## src/rtl/serial_subtractor.sv

```systemverilog
// serial_subtractor: bit-serial (LSB-first) unsigned subtractor.
// Computes diff = a - b - bin mod 2^WIDTH and bout = (a < b + bin), one bit
// per clock, using WIDTH SHIFT cycles followed by a single DONE cycle.
module serial_subtractor #(
  parameter int WIDTH = 4
) (
  input  logic             clk,
  input  logic             rst_n,
  input  logic             start,
  input  logic [WIDTH-1:0] a,
  input  logic [WIDTH-1:0] b,
  input  logic             bin,
  output logic             busy,
  output logic             done,
  output logic [WIDTH-1:0] diff,
  output logic             bout
);

  // Counter only needs to reach WIDTH-1; keep it at least one bit wide.
  localparam int CW = (WIDTH > 2) ? $clog2(WIDTH) : 1;

  typedef enum logic [1:0] {
    IDLE  = 2'd0,
    SHIFT = 2'd1,
    DONE  = 2'd2
  } state_t;

  state_t           state_reg, state_next;
  logic [CW-1:0]    cnt_reg;
  logic [WIDTH-1:0] a_sr_reg;
  logic [WIDTH-1:0] b_sr_reg;
  logic [WIDTH-1:0] d_sr_reg;
  logic             br_reg;
  logic [WIDTH-1:0] diff_reg;
  logic             bout_reg;

  logic             a_bit, b_bit;
  logic             d_bit;
  logic             br_next;
  logic             last_bit;

  // One full-subtractor slice acting on the current LSBs and running borrow.
  always_comb begin
    a_bit    = a_sr_reg[0];
    b_bit    = b_sr_reg[0];
    d_bit    = a_bit ^ b_bit ^ br_reg;
    br_next  = (~a_bit & b_bit) | (~(a_bit ^ b_bit) & br_reg);
    last_bit = (cnt_reg == CW'(WIDTH - 1));
  end

  // State register.
  always_ff @(posedge clk or negedge rst_n) begin
    if (!rst_n) begin
      state_reg <= IDLE;
    end else begin
      state_reg <= state_next;
    end
  end

  // Next-state logic and status outputs; DONE always lasts exactly one cycle.
  always_comb begin
    state_next = state_reg;
    busy       = 1'b0;
    done       = 1'b0;
    case (state_reg)
      IDLE: begin
        if (start) begin
          state_next = SHIFT;
        end
      end
      SHIFT: begin
        busy = 1'b1;
        if (last_bit) begin
          state_next = DONE;
        end
      end
      DONE: begin
        busy       = 1'b1;
        done       = 1'b1;
        state_next = IDLE;
      end
      default: begin
        state_next = IDLE;
      end
    endcase
  end

  // Datapath: load operands on accept, shift one bit per SHIFT cycle, and
  // publish the assembled result only on the final shift so diff/bout stay
  // stable while the next operation is in flight.
  always_ff @(posedge clk or negedge rst_n) begin
    if (!rst_n) begin
      cnt_reg  <= '0;
      a_sr_reg <= '0;
      b_sr_reg <= '0;
      d_sr_reg <= '0;
      br_reg   <= 1'b0;
      diff_reg <= '0;
      bout_reg <= 1'b0;
    end else begin
      case (state_reg)
        IDLE: begin
          if (start) begin
            cnt_reg  <= '0;
            a_sr_reg <= a;
            b_sr_reg <= b;
            d_sr_reg <= '0;
            br_reg   <= bin;
          end
        end
        SHIFT: begin
          cnt_reg  <= cnt_reg + CW'(1);
          a_sr_reg <= {1'b0, a_sr_reg[WIDTH-1:1]};
          b_sr_reg <= {1'b0, b_sr_reg[WIDTH-1:1]};
          // Result bits enter at the MSB so after WIDTH shifts bit 0 is at LSB.
          d_sr_reg <= {d_bit, d_sr_reg[WIDTH-1:1]};
          br_reg   <= br_next;
          if (last_bit) begin
            diff_reg <= {d_bit, d_sr_reg[WIDTH-1:1]};
            bout_reg <= br_next;
          end
        end
        default: begin
        end
      endcase
    end
  end

  assign diff = diff_reg;
  assign bout = bout_reg;

endmodule

```

## config.mk

```make
export PLATFORM = sky130hd
export DESIGN_NAME = serial_subtractor
export DESIGN_NICKNAME = d
export VERILOG_FILES = /design/src/rtl/serial_subtractor.sv
export SDC_FILE = /design/constraint.sdc
export NUM_CORES = 1
export LEC_CHECK = 0
export BUFFER_PORTS_ARGS = -buffer_cell sky130_fd_sc_hd__buf_2
export CORE_MARGIN = 3
export CORE_UTILIZATION = 53
export DETAILED_ROUTE_END_ITERATION = 7
export PLACE_DENSITY = 0.79
export RECOVER_POWER = 25
export SLEW_MARGIN = 20
export SYNTH_ARGS = -nofsm -noshare
export SYNTH_HDL_FRONTEND = slang
export SYNTH_SLANG_ARGS = --single-unit
```

## constraint.sdc

```tcl
create_clock -name clk -period 1.94 [get_ports clk]
set_input_delay 0.194 -clock clk [delete_from_list [all_inputs] [get_ports clk]]
set_output_delay 0.194 -clock clk [all_outputs]
set_load 0.01 [all_outputs]
```

### Yosys cells after proc, flatten, opt, wreduce, memory -nomap -nowiden

Index checks and enable logic that the tools add are counted.

| storage, ports and cells | value |
|---|---|
| bits in registers | 22 |
| output and inout bits | 7 |
| bits of input ports | 12 |
| logic and storage cells | 42 |

| cells by class | value |
|---|---|
| equality and inequality tests | 5 |
| add/subtract/negate cells | 1 |
| bitwise logic cells | 7 |
| reduce and logical (&&, ||, !) cells | 6 |
| muxes and demuxes | 15 |

Operators with widths:

| cell | count |
|---|---|
| 4-bit one-hot mux with 2 select lines | 3 |
| 4-bit 2-to-1 mux | 3 |
| 2-bit one-hot mux with 2 select lines | 2 |
| 2-bit 2-to-1 mux | 3 |
| 2-bit AND reduction | 3 |
| 2-bit equality test, second input constant | 2 |
| 2-bit != test, second input constant | 2 |
| 1-bit 2-to-1 mux | 3 |
| 2-bit by 1-bit adder with 2-bit output, second input constant | 1 |
| 1-bit AND | 2 |
| 2-bit by 1-bit equality test with 1-bit output, second input constant | 1 |
| 2-bit zero test | 1 |
| 1-bit inverter | 2 |
| 1-bit one-hot mux with 2 select lines | 1 |
| 2-bit nonzero test | 1 |
| 2-bit OR reduction | 1 |
| 1-bit bitwise XOR | 2 |
| 1-bit bitwise OR | 1 |

### Logic depth before layout (Yosys ltp)

Gate-level depths: netlist of run 1.

| logic depth | value |
|---|---|
| depth after elaboration | 5 |
| depth in mapped cells | 6 |
| depth with buffers taken out | 5 |

### Worst setup path after synthesis of run 1

OpenSTA, ideal clock, no wires.

| timing | value |
|---|---|
| path kind | register to register |
| start point | reg state_reg[0] |
| end point | reg a_sr_reg[0] |
| buffers on the path | 1 |
| cell stages (with the launch flop) | 6 |
| slack | 0.595 ns |
| period minus slack after synthesis | 1.345 ns |
| arrival time | 1.222 ns |
| required time | 1.817 ns |
| library setup time | 0.123 ns |
| path through | dfrtp_1 inv_1 ha_1 buf_4 o22a_1 o221a_2 |

| on the way | value |
|---|---|
| cells in the longest elaborated chain, start to end | 3 |
| elaborated cells on any way between the ends | 6 |
| classes of those cells | eq/ne (2); mux (1); reduce/logical (3) |

Ends and longest elaborated chain:

| element | line | RTL |
|---|---|---|
| start: declaration | 28 | `state_t state_reg, state_next;` |
| start signal: assignment | 56 | `state_reg <= state_next;` |
| 2-bit by 1-bit equality test with 1-bit output or 2-bit zero test (tied branches) | 101 | `case (state_reg)` |
| 2-bit nonzero test (no source line) or 2-bit != test (tied branches) | n/a |  |
| 2-bit AND reduction (no source line) | n/a |  |
| end signal: assignment | 113 | `a_sr_reg <= {1'b0, a_sr_reg[WIDTH-1:1]};` |
| end: declaration | 30 | `logic [WIDTH-1:0] a_sr_reg;` |

Parallel ways exist; a longest one is shown, timed or not.
A chain may end at the register's enable or synchronous reset.

### Worst setup path after layout of run 1

| timing | value |
|---|---|
| start point | reg state_reg[1] |
| end point | reg cnt_reg[0] |

| on the way | value |
|---|---|
| cells in the longest elaborated chain, start to end | 3 |
| elaborated cells on any way between the ends | 6 |
| classes of those cells | eq/ne (2); mux (1); reduce/logical (3) |

Ends and longest elaborated chain:

| element | line | RTL |
|---|---|---|
| 2-bit by 1-bit equality test with 1-bit output or 2-bit zero test (tied branches) | 101 |  |
| 2-bit nonzero test (no source line) or 2-bit != test (tied branches) | n/a |  |
| 2-bit AND reduction (no source line) | n/a |  |
| end signal: assignment | 112 | `cnt_reg <= cnt_reg + CW'(1);` |
| end: declaration | 29 | `logic [CW-1:0] cnt_reg;` |

Parallel ways exist; a longest one is shown, timed or not.

==> results of run 1 <==
tightest hold or removal path, cell delays in order:
cell     delay [ps]
buf_2            80
nand3_1          60
nand3_1          60
cell usage after synthesis:
cell type and n:
o21ai_0 3, buf_6 4, nand2_1 4, nor2b_4 2
a221oi_2 1, a22o_1 4, mux2_2 4, nor2_1 3
dfrtp_1 21, inv_1 6, o221a_2 1, nor3b_1 1
nor2_4 1, nand2b_1 2, buf_4 1, a32oi_1 2
o31ai_1 1, inv_2 1, fa_1 1, a211oi_1 1
nand3_1 8, o21ai_4 1, a21oi_1 5, nor3_1 2
mux2_4 1, o22ai_1 3, ha_1 4, a221oi_1 1
or3_1 2, o22a_1 1, nand2_2 1
cell type report:
cell class / instances / area (µm²) / area share
tap: 25 / 31.3 / 0.0262
clock buffer: 4 / 26.3 / 0.0220
multi-input combinational: 60 / 470 / 0.394
timing repair buffer: 21 / 114 / 0.0954
sequential: 21 / 526 / 0.440
inverter: 7 / 26.3 / 0.0220
power by group through the flow:
stage / clock network (W) / logic [W] / registers, W
2_1_floorplan: 0 / 0.000871 / 0.000765
3_3_place_gp: 0 / 0.00107 / 0.000765
3_5_place_dp: 0 / 0.00109 / 0.000774
4_1_cts: 0.000210 / 0.00109 / 0.000763
5_1_grt: 0.000234 / 0.00121 / 0.000791
6_report: 0.000204 / 0.00108 / 0.000761
cell families after synthesis:
group,synth area share
and+or+nand+nor,0.143
DFF,0.489
buffers and inverters,0.0733
AOI/OAI and AO/OA,0.173
adders and majority gates,0.0652
muxes,0.0559
through the flow:
| step | hold WS (ps) | setup slack, ps | util | total power (W) | instance area, µm² |
|---|---|---|---|---|---|
| final | 125 | 317 | 0.656 | 0.00205 | 1190 |
| after global routing | 125 | 205 | 0.656 | 0.00224 | 1190 |
| after CTS | 126 | 328 | 0.656 | 0.00207 | 1190 |
| after detailed placement | 177 | 348 | 0.636 | 0.00186 | 1160 |
| after global placement | 172 | 408 | 0.636 | 0.00183 | 1160 |
| after floorplan | -102 | 595 | - | 0.00164 | 1070 |
metal layers:
| layer | routed length (µm) | GRT usage |
|---|---|---|
| met3 | 93 | 0.0466 |
| met2 | 901 | 0.283 |
| met1 | 911 | 0.233 |
| met5 | 0 | 0 |
| met4 | 14 | 0.0538 |
worst max-delay path by stage:
stage / end / slack (ps) / from
6_report: cnt_reg[0]$_DFFE_PN0P_ / 320 / state_reg[1]$_DFFE_PN0P_
5_1_grt: b_sr_reg[2]$_DFFE_PN0P_ / 210 / state_reg[0]$_DFFE_PN0P_
4_1_cts: cnt_reg[0]$_DFFE_PN0P_ / 330 / state_reg[1]$_DFFE_PN0P_
3_5_place_dp: cnt_reg[0]$_DFFE_PN0P_ / 350 / state_reg[1]$_DFFE_PN0P_
3_3_place_gp: cnt_reg[0]$_DFFE_PN0P_ / 410 / state_reg[0]$_DFFE_PN0P_
2_1_floorplan: a_sr_reg[0]$_DFFE_PN0P_ / 600 / state_reg[0]$_DFFE_PN0P_
==> metrics.md, run 1 <==
| Metric | Value |
|---|---|
| CP Cell Sequence | `inv_1 > ha_1 > nor2b_4 > nor2_4 > mux2_4` |
| Post-DP HPWL | `1480 µm` |
| GRT Total Usage | `0.177` |
| Status | `completed` |
| Row count | `15` |
| Congestion Overflow GR | `0` |
| Width of the die | `51.0 µm` |
| Synth unique cells | `31` |
| Fin. Hold Viols | `0` |
| Most frequent cells in the layout | `dfrtp_1 (21), buf_2 (17), nand3_1 (8)` |
| Clock Sink Count | `21` |
| First-pass GRT wire length | `3440 µm` |
| Via density | `5.57` |
| Origin of the critical flop-to-flop path | `state_reg[1]$_DFFE_PN0P_` |
| Hold WC Path Type | `primary input to flop` |
| Slew Viols, Final | `0` |
| Area grow syn2layout | `11.1%` |
| Power per cell area | `1720 nW/µm²` |
| CTS Hold Buffers Added | `1` |
| Commonest non-fill, non-tap cell in the layout | `dfrtp_1` |
| RSZ-0062 raised after global routing | `false` |
| P_sw | `0.000830 W` |
| Initial DRC count | `22` |
| # H-tree levels | `1` |
| Seq pwr share | `0.371` |
| Max transition margin | `0.271` |
| Reg-to-Reg End | `cnt_reg[0]$_DFFE_PN0P_` |
| # DRC | `0` |
| Synth top area cells | `dfrtp_1 (49%), ha_1 (4.7%), buf_6 (4.2%)` |
| Maximum vdd drop | `881 µV` |
| Clk network pwr share | `0.100` |
| Internal | `0.00122 W` |
| Total CTS buffers | `3` |
| Leading area contributor after synthesis | `dfrtp_1` |
| Crit path depth | `5` |
| Final setup vio count | `0` |
| Tcrit/Tclk final | `0.836` |
| Critical path data arrival time | `1820 ps` |
| Static Leak | `0.577 nW` |
| Cell area after synthesis | `1070 µm²` |
| Slack of the worst reg-to-reg path | `320 ps` |
| Wire per inst | `13.9 µm` |
| Combinational Power Share | `0.529` |
| Number of I/O pins | `19` |
| Clock Root Buffer | `clkbuf_4` |
| Input/output buffers | `18` |
| Setup TNS | `0 ps` |
| Critical path class | `flop to flop` |
| CTS tree | `done` |
| Starting density of the core | `0.590` |
| CP peak stage delay | `420 ps` |
| Hold_sp | `bin` |
| MaxCap Viol Count | `0` |
| Inst Count DP | `133` |
| CTS Buffer Depth | `2` |
| Synthesis Warnings | `0` |
| Setup bufs post-CTS | `0` |
| Post-cts sizing count | `0` |
| Final net count | `131` |
| Startpoint types | `flop` |
| TritonRoute pass-1 iters | `4` |
| Vias | `769` |
| Pin count of the biggest net entering global routing | `22` |
| Share of cells above drive strength 1 | `0.310` |
| Final Non-Filler Cells | `138` |
| Seq cells post-synth | `21` |
| Post-synthesis sequential area ratio | `0.489` |
| CP top delay family | `simple AND/OR/NAND/NOR gates` |
| Slew @ Worst Pin | `1090 ps` |
| Vias in the first global route | `772` |
| Worst Reg-to-Reg Cells | `5` |
| WHS Path Cells | `3` |
| Switch share | `0.405` |
| Routed Antenna Nets | `0` |
| Initial antenna violation count | `0` |
| Top cell type's share of synthesized area | `0.489` |
| Reg clk slew, reported paths | `110 ps` |
| Core Area | `1820 µm²` |
| Min Tclk post-route | `1620 ps` |
| Fmax | `0.616 GHz` |
| Min-Delay Endpoint | `br_reg$_DFFE_PN0P_` |
| Setup Skew | `1.35 ps` |
| WP data required | `2130 ps` |
| Crit end category | `flop` |
| Ant. Diodes | `0` |
| Gpl congestion | `0.840` |
| Cells after Synth | `93` |
| Clk_lat worst skew | `300 ps` |
| Post-Syn Nets | `110` |
| Die Area | `2600 µm²` |
| Syn_area_per_cell | `11.6 µm²` |
| Die Span Y | `51.0 µm` |
| Layout fillers | `154` |
| Worst path bufs/invs | `1` |
| Detailed Route WL | `1920 µm` |
| Crit-path slowest cell | `dfrtp_1` |
| CP max FO | `11` |
Power figures use the tool's default switching activity.
==> run 2: changes to the inputs <==
- ABC_AREA: unset -> 1
- CORE_UTILIZATION: 53 -> 48
- PLACE_DENSITY: 0.79 -> 0.76
- clock period: 1.94 -> 1.45 ns (I/O delays scaled with it)
==> run 2 against run 1 <==
Compared with the run above: worst hold slack lost 30 ps; global-route usage shrank 0.14 points; sequential power grew 25%; cell count grew 31%; power grew 12%; setup slack lost 240 ps; synthesized cell count grew 40%; highest routed layer unchanged; largest power group unchanged; largest cell class unchanged; cell area grew 1.4%; clock power grew 39%.
==> metrics.md, run 2 <==
| Metric | Value |
|---|---|
| Status | `completed` |
| Post-synthesis sequential area ratio | `0.514` |
| Seq pwr share | `0.415` |
| Final setup vio count | `0` |
| MaxCap Viol Count | `0` |
| Synth Area in Simple Gates | `0.359` |
| Origin of the critical flop-to-flop path | `state_reg[1]$_DFFE_PN0P_` |
| Final Non-Filler Cells | `181` |
| Detailed Route WL | `2060 µm` |
| Width of the die | `52.2 µm` |
| Multiplexer share of the synthesized area | `0` |
| Complex-gate fraction of the synthesized area | `0.00490` |
| Combinational Power Share | `0.462` |
| Synthesis Warnings | `0` |
| Post-synth ARST share | `1.00` |
| Total CTS buffers | `3` |
| Share of cells above drive strength 1 | `0.201` |
| Min Tclk post-route | `1370 ps` |
| Fin. Hold Viols | `0` |
| Syn_area_per_cell | `7.86 µm²` |
| Clk network pwr share | `0.124` |
| Internal | `0.00134 W` |
| Crit end category | `output port` |
| Slew Viols, Final | `0` |
| Xor and xnor area share after synthesis | `0` |
| Crit-path slowest cell | `dfrtp_1` |
| Critical path class | `flop to output port` |
| Met3 wire length | `129 µm` |
| Layout fillers | `171` |
| Vias in the first global route | `848` |
| TritonRoute pass-1 iters | `4` |
| Top cell type's share of synthesized area | `0.514` |
| Static Leak | `0.722 nW` |
| # H-tree levels | `1` |
| Switch share | `0.419` |
| # DRC | `0` |
| Commonest non-fill, non-tap cell in the layout | `nand2_1` |
| Reg-to-Reg End | `d_sr_reg[2]$_DFFE_PN0P_` |
| Min-Delay Endpoint | `a_sr_reg[3]$_DFFE_PN0P_` |
| Startpoint types | `flop` |
| Fmax | `0.729 GHz` |
| Setup TNS | `0 ps` |
| Vias | `899` |
| Maximum vdd drop | `1030 µV` |
| Inst Count DP | `176` |
| Initial antenna violation count | `0` |
| Initial DRC count | `17` |
| Congestion Overflow GR | `0` |
| Leading area contributor after synthesis | `dfrtp_1` |
| Routed Antenna Nets | `0` |
| Cell area after synthesis | `1020 µm²` |
| Pre-CTS setup slack | `-15.0 ps` |
| Wire per inst | `11.4 µm` |
| Number of I/O pins | `19` |
| M1 WL | `883 µm` |
| Slew @ Worst Pin | `1090 ps` |
| Power per cell area | `1900 nW/µm²` |
| Area grow syn2layout | `18.4%` |
| Clock Sink Count | `21` |
| Met2 routed WL | `1000 µm` |
| List of most frequent post-synthesis cells | `nand2_1 (68), dfrtp_1 (21), nand3_1 (19), inv_1 (9), ha_1 (4)` |
| Die Span Y | `52.2 µm` |
| Synth Area in Adders | `0.0685` |
| Clock Root Buffer | `clkbuf_4` |
| Clk_lat worst skew | `300 ps` |
| CP max FO | `3` |
| Hold_sp | `a[3]` |
| Power, Total | `0.00230 W` |
| Setup ws final | `79.0 ps` |
| EDFF count, synth | `0` |
| Hold WC Path Type | `primary input to flop` |
| Starting density of the core | `0.516` |
| Reg clk slew, reported paths | `120 ps` |
| Core Area | `1980 µm²` |
| Top Metal Used | `met4` |
| Tcrit/Tclk final | `0.945` |
| Die Area | `2720 µm²` |
| Final net count | `172` |
| Input/output buffers | `18` |
| CP Cell Sequence | `inv_1 > ha_2 > buf_2` |
| P_sw | `0.000961 W` |
| Synth unique cells | `12` |
| First-pass GRT wire length | `3540 µm` |
| CTS Buffer Depth | `2` |
| RSZ-0062 raised after global routing | `false` |
| WHS Path Cells | `3` |
| Slack of the worst reg-to-reg path | `140 ps` |
| WP data required | `1310 ps` |
| Synth top area cells | `dfrtp_1 (51%), nand2_1 (25%), nand3_1 (9.3%)` |
| Cells after Synth | `130` |
| Via density | `4.97` |
| Gpl congestion | `0.807` |
| Post-DP HPWL | `1510 µm` |
| Critical path data arrival time | `1230 ps` |
| Most frequent cells in the layout | `nand2_1 (66), dfrtp_1 (21), nand3_1 (19)` |
| CP peak stage delay | `430 ps` |
| Post-Syn Nets | `147` |
| Max transition margin | `0.273` |
| Most common cell in the netlist | `nand2_1` |
| Ant. Diodes | `0` |
| Seq cells post-synth | `21` |
| GRT Total Usage | `0.175` |
| Worst Reg-to-Reg Cells | `6` |
| Setup Skew | `3.11 ps` |
| Main combinational cell family by area after synthesis | `simple AND/OR/NAND/NOR gates` |
| Row count | `16` |
| Synth Flop Type | `dfrtp_1` |
| CTS tree | `done` |
| Pin count of the biggest net entering global routing | `22` |
[run 2: layout make-up]
type	instances	area [µm²]	area share
inverters	10	38.8	0.0321
clock buffers	3	22.5	0.0186
well taps	27	33.8	0.0279
clock inverters	1	5.00	0.00414
multi-input cells	96	452	0.373
flip-flops and latches	21	526	0.434
repair buffers	23	133	0.110
[run 2: worst max-delay path by stage]
stage	from	endpoint	slack, ps	cells after the start
detailed placement	state_reg[1]$_DFFE_PN0P_	a_sr_reg[2]$_DFFE_PN0P_	-10	7
global route	state_reg[1]$_DFFE_PN0P_	busy	9	3
CTS	state_reg[1]$_DFFE_PN0P_	state_reg[1]$_DFFE_PN0P_	5	6
global placement	state_reg[1]$_DFFE_PN0P_	a_sr_reg[2]$_DFFE_PN0P_	60	7
floorplan	state_reg[0]$_DFFE_PN0P_	br_reg$_DFFE_PN0P_	200	7
finish	state_reg[1]$_DFFE_PN0P_	busy	80	3
[run 2: repair_timing]
item,4_1_cts,5_1_grt
buffers inserted,0,0
cloned,0,0
gates resized for setup,1,6
hold endpoints to repair,21,0
setup endpoints to repair,7,20
hold buffers,1,0
[run 2: power groups by stage]
stage               sequential, W  combinational, W  clock [W]
global route             0.000987           0.00122   0.000320
global placement         0.000949          0.000992          0
finish                   0.000952           0.00106   0.000284
CTS                      0.000949           0.00104   0.000293
detailed placement       0.000962           0.00103          0
floorplan                0.000955          0.000723          0
[run 2: cell families (layout without fill, tap and decap cells)]
logic type               count (synthesis)  in the layout
AO/OA/AOI/OAI                            1              1
adder cells (fa/ha/maj)                  5              5
buffers and inverters                   13             37
flip-flops                              21             21
AND/OR/NAND/NOR                         90             90
[run 2: through the flow]
stage	cell area, µm²	hold slack [ps]	utilization
final	1210	94.6	0.610
after global routing	1210	75.4	0.610
after CTS	1200	88.5	0.604
after detailed placement	1160	124	0.585
after global placement	1160	125	0.585
after floorplan	1020	-151	-
[run 2: critical path, delay by kind of cell, from the launching register on]
family | cells | cell delay [ps]
buffers and inverters | 2 | 230
adder cells (fa/ha/maj) | 1 | 260
flip-flops | 1 | 430
[run 2: per-layer routing]
| metal | up-vias | GRT usage |
|---|---|---|
| met2 | 36 | 0.291 |
| met3 | 6 | 0.0258 |
| met1 | 402 | 0.212 |
| li1 | 455 | - |
| met4 | 0 | 0.111 |
| met5 | - | 0 |
==> run 3: changes to the inputs <==
- ABC_AREA: 1 -> unset
==> run 3 against run 2 <==
Compared with the run above: global-route usage is 0.34 points lower; fmax is 2.7% lower; non-clock buffer count is 8 higher; register-to-register slack worse by 98 ps; cell area is 7.9% higher; first-iteration DRC count is 47% lower; largest power group unchanged.
==> metrics.md, run 3 (same netlist as run 1, synthesis figures left out) <==
| Metric | Value |
|---|---|
| Die Span Y | `53.3 µm` |
| First-pass GRT wire length | `3640 µm` |
| Static Leak | `0.630 nW` |
| WP data required | `1640 ps` |
| Congestion Overflow GR | `0` |
| Final net count | `141` |
| Slew Viols, Final | `0` |
| Core Area | `2040 µm²` |
| Clk_lat worst skew | `290 ps` |
| Die Area | `2840 µm²` |
| TritonRoute pass-1 iters | `3` |
| Ant. Diodes | `0` |
| Worst path bufs/invs | `1` |
| Clock Root Buffer | `clkbuf_4` |
| CP max FO | `7` |
| Fmax | `0.710 GHz` |
| Hold WC Path Type | `primary input to flop` |
| Power, Total | `0.00308 W` |
| Max transition margin | `0.645` |
| CP peak stage delay | `460 ps` |
| Final Non-Filler Cells | `150` |
| Row count | `16` |
| Reg clk slew, reported paths | `120 ps` |
| Wire per inst | `14.5 µm` |
| Crit end category | `flop` |
| Total CTS buffers | `3` |
| Min Tclk post-route | `1410 ps` |
| Util after Layout | `0.639` |
| MaxCap Viol Count | `0` |
| Worst Reg-to-Reg Cells | `5` |
| CP Cell Sequence | `inv_2 > ha_4 > nor2b_4 > nor2_4 > mux2_4` |
| Vias in the first global route | `852` |
| Via density | `5.37` |
| Vias | `806` |
| Input/output buffers | `18` |
| Initial DRC count | `9` |
| Critical path data arrival time | `1600 ps` |
| Clock Sink Count | `21` |
| Post-DP HPWL | `1690 µm` |
| Startpoint types | `flop` |
| Hold slack | `71.7 ps` |
| CTS Buffer Depth | `2` |
| Setup TNS | `0 ps` |
| Pin count of the biggest net entering global routing | `22` |
| Fin. Hold Viols | `0` |
| GRT Total Usage | `0.172` |
| Initial antenna violation count | `0` |
| CP top delay family | `flip-flops` |
| Starting density of the core | `0.526` |
| Final setup vio count | `0` |
| RSZ-0062 raised after global routing | `true` |
| Number of I/O pins | `19` |
| Power per cell area | `2360 nW/µm²` |
| Crit path depth | `5` |
| Crit-path slowest cell | `dfrtp_2` |
| Slew @ Worst Pin | `533 ps` |
| Most frequent cells in the layout | `dfrtp_1 (20), buf_2 (17), buf_4 (12)` |
| # DRC | `0` |
| Commonest non-fill, non-tap cell in the layout | `dfrtp_1` |
| Width of the die | `53.3 µm` |
| Inst Count DP | `143` |
| Area grow syn2layout | `21.4%` |
| CTS tree | `done` |
| Routed Antenna Nets | `0` |
| Tcrit/Tclk final | `0.971` |
| Setup Skew | `6.21 ps` |
| Critical path class | `flop to flop` |
| Maximum vdd drop | `1140 µV` |
| WHS Path Cells | `3` |
| Gpl congestion | `0.798` |
| Share of cells above drive strength 1 | `0.439` |
| # H-tree levels | `1` |
| Status | `completed` |
| Detailed Route WL | `2170 µm` |
[run 3: worst reg2reg max path, cell delays in order (launching register included)]
cell	delay, ps
dfrtp_2	460
inv_2	90
ha_4	170
nor2b_4	240
nor2_4	70
mux2_4	270
[run 3: cell type report]
type,count,area [µm²]
Fill cell,179,737
Multi-Input combinational cell,60,500
Clock inverter,1,5.00
Sequential cell,21,527
Clock buffer,3,22.5
Tap cell,27,33.8
Inverter,7,26.3
Timing Repair Buffer,31,190
[run 3: repair_timing]
item,in CTS,in global routing
gates cloned,0,0
endpoints found under the hold margin,21,0
pin swaps,0,4
gates resized for setup,1,8
setup buffers,1,1
hold buffers,1,0
setup endpoints to repair,10,14
[run 3: worst paths after layout]
kind	startpoint	to	slack, ps
setup / recovery	state_reg[0]$_DFFE_PN0P_	cnt_reg[0]$_DFFE_PN0P_	40
hold / removal	a[2]	a_sr_reg[2]$_DFFE_PN0P_	70
setup reg to reg	state_reg[0]$_DFFE_PN0P_	cnt_reg[0]$_DFFE_PN0P_	40
hold reg to reg	bout$_DFFE_PN0P_	bout$_DFFE_PN0P_	490
max in group asynchronous	rst_n	state_reg[0]$_DFFE_PN0P_	720
min in group asynchronous	rst_n	diff[3]$_DFFE_PN0P_	340
[run 3: through the flow]
stage | setup slack, ps | instance area (µm²)
6_report | 41.5 | 1310
4_1_cts | -10.6 | 1270
3_5_place_dp | -16.6 | 1220
2_1_floorplan | 105 | 1070
5_1_grt | -29.7 | 1310
3_3_place_gp | 41.1 | 1220
[run 3: metal layers]
layer / up-vias / global-route usage / wire [µm]
met5: - / 0 / 0
met4: 0 / 0.0596 / 14
met3: 2 / 0.0254 / 95
met2: 19 / 0.298 / 1070
met1: 387 / 0.215 / 996
li1: 398 / - / -
[run 3: power by group]
group          internal, W  leakage [nW]  switching, W
Combinational     0.000897         0.348      0.000876
Sequential        0.000854         0.265      0.000173
Clock             0.000102        0.0177      0.000175
Total              0.00185         0.630       0.00122
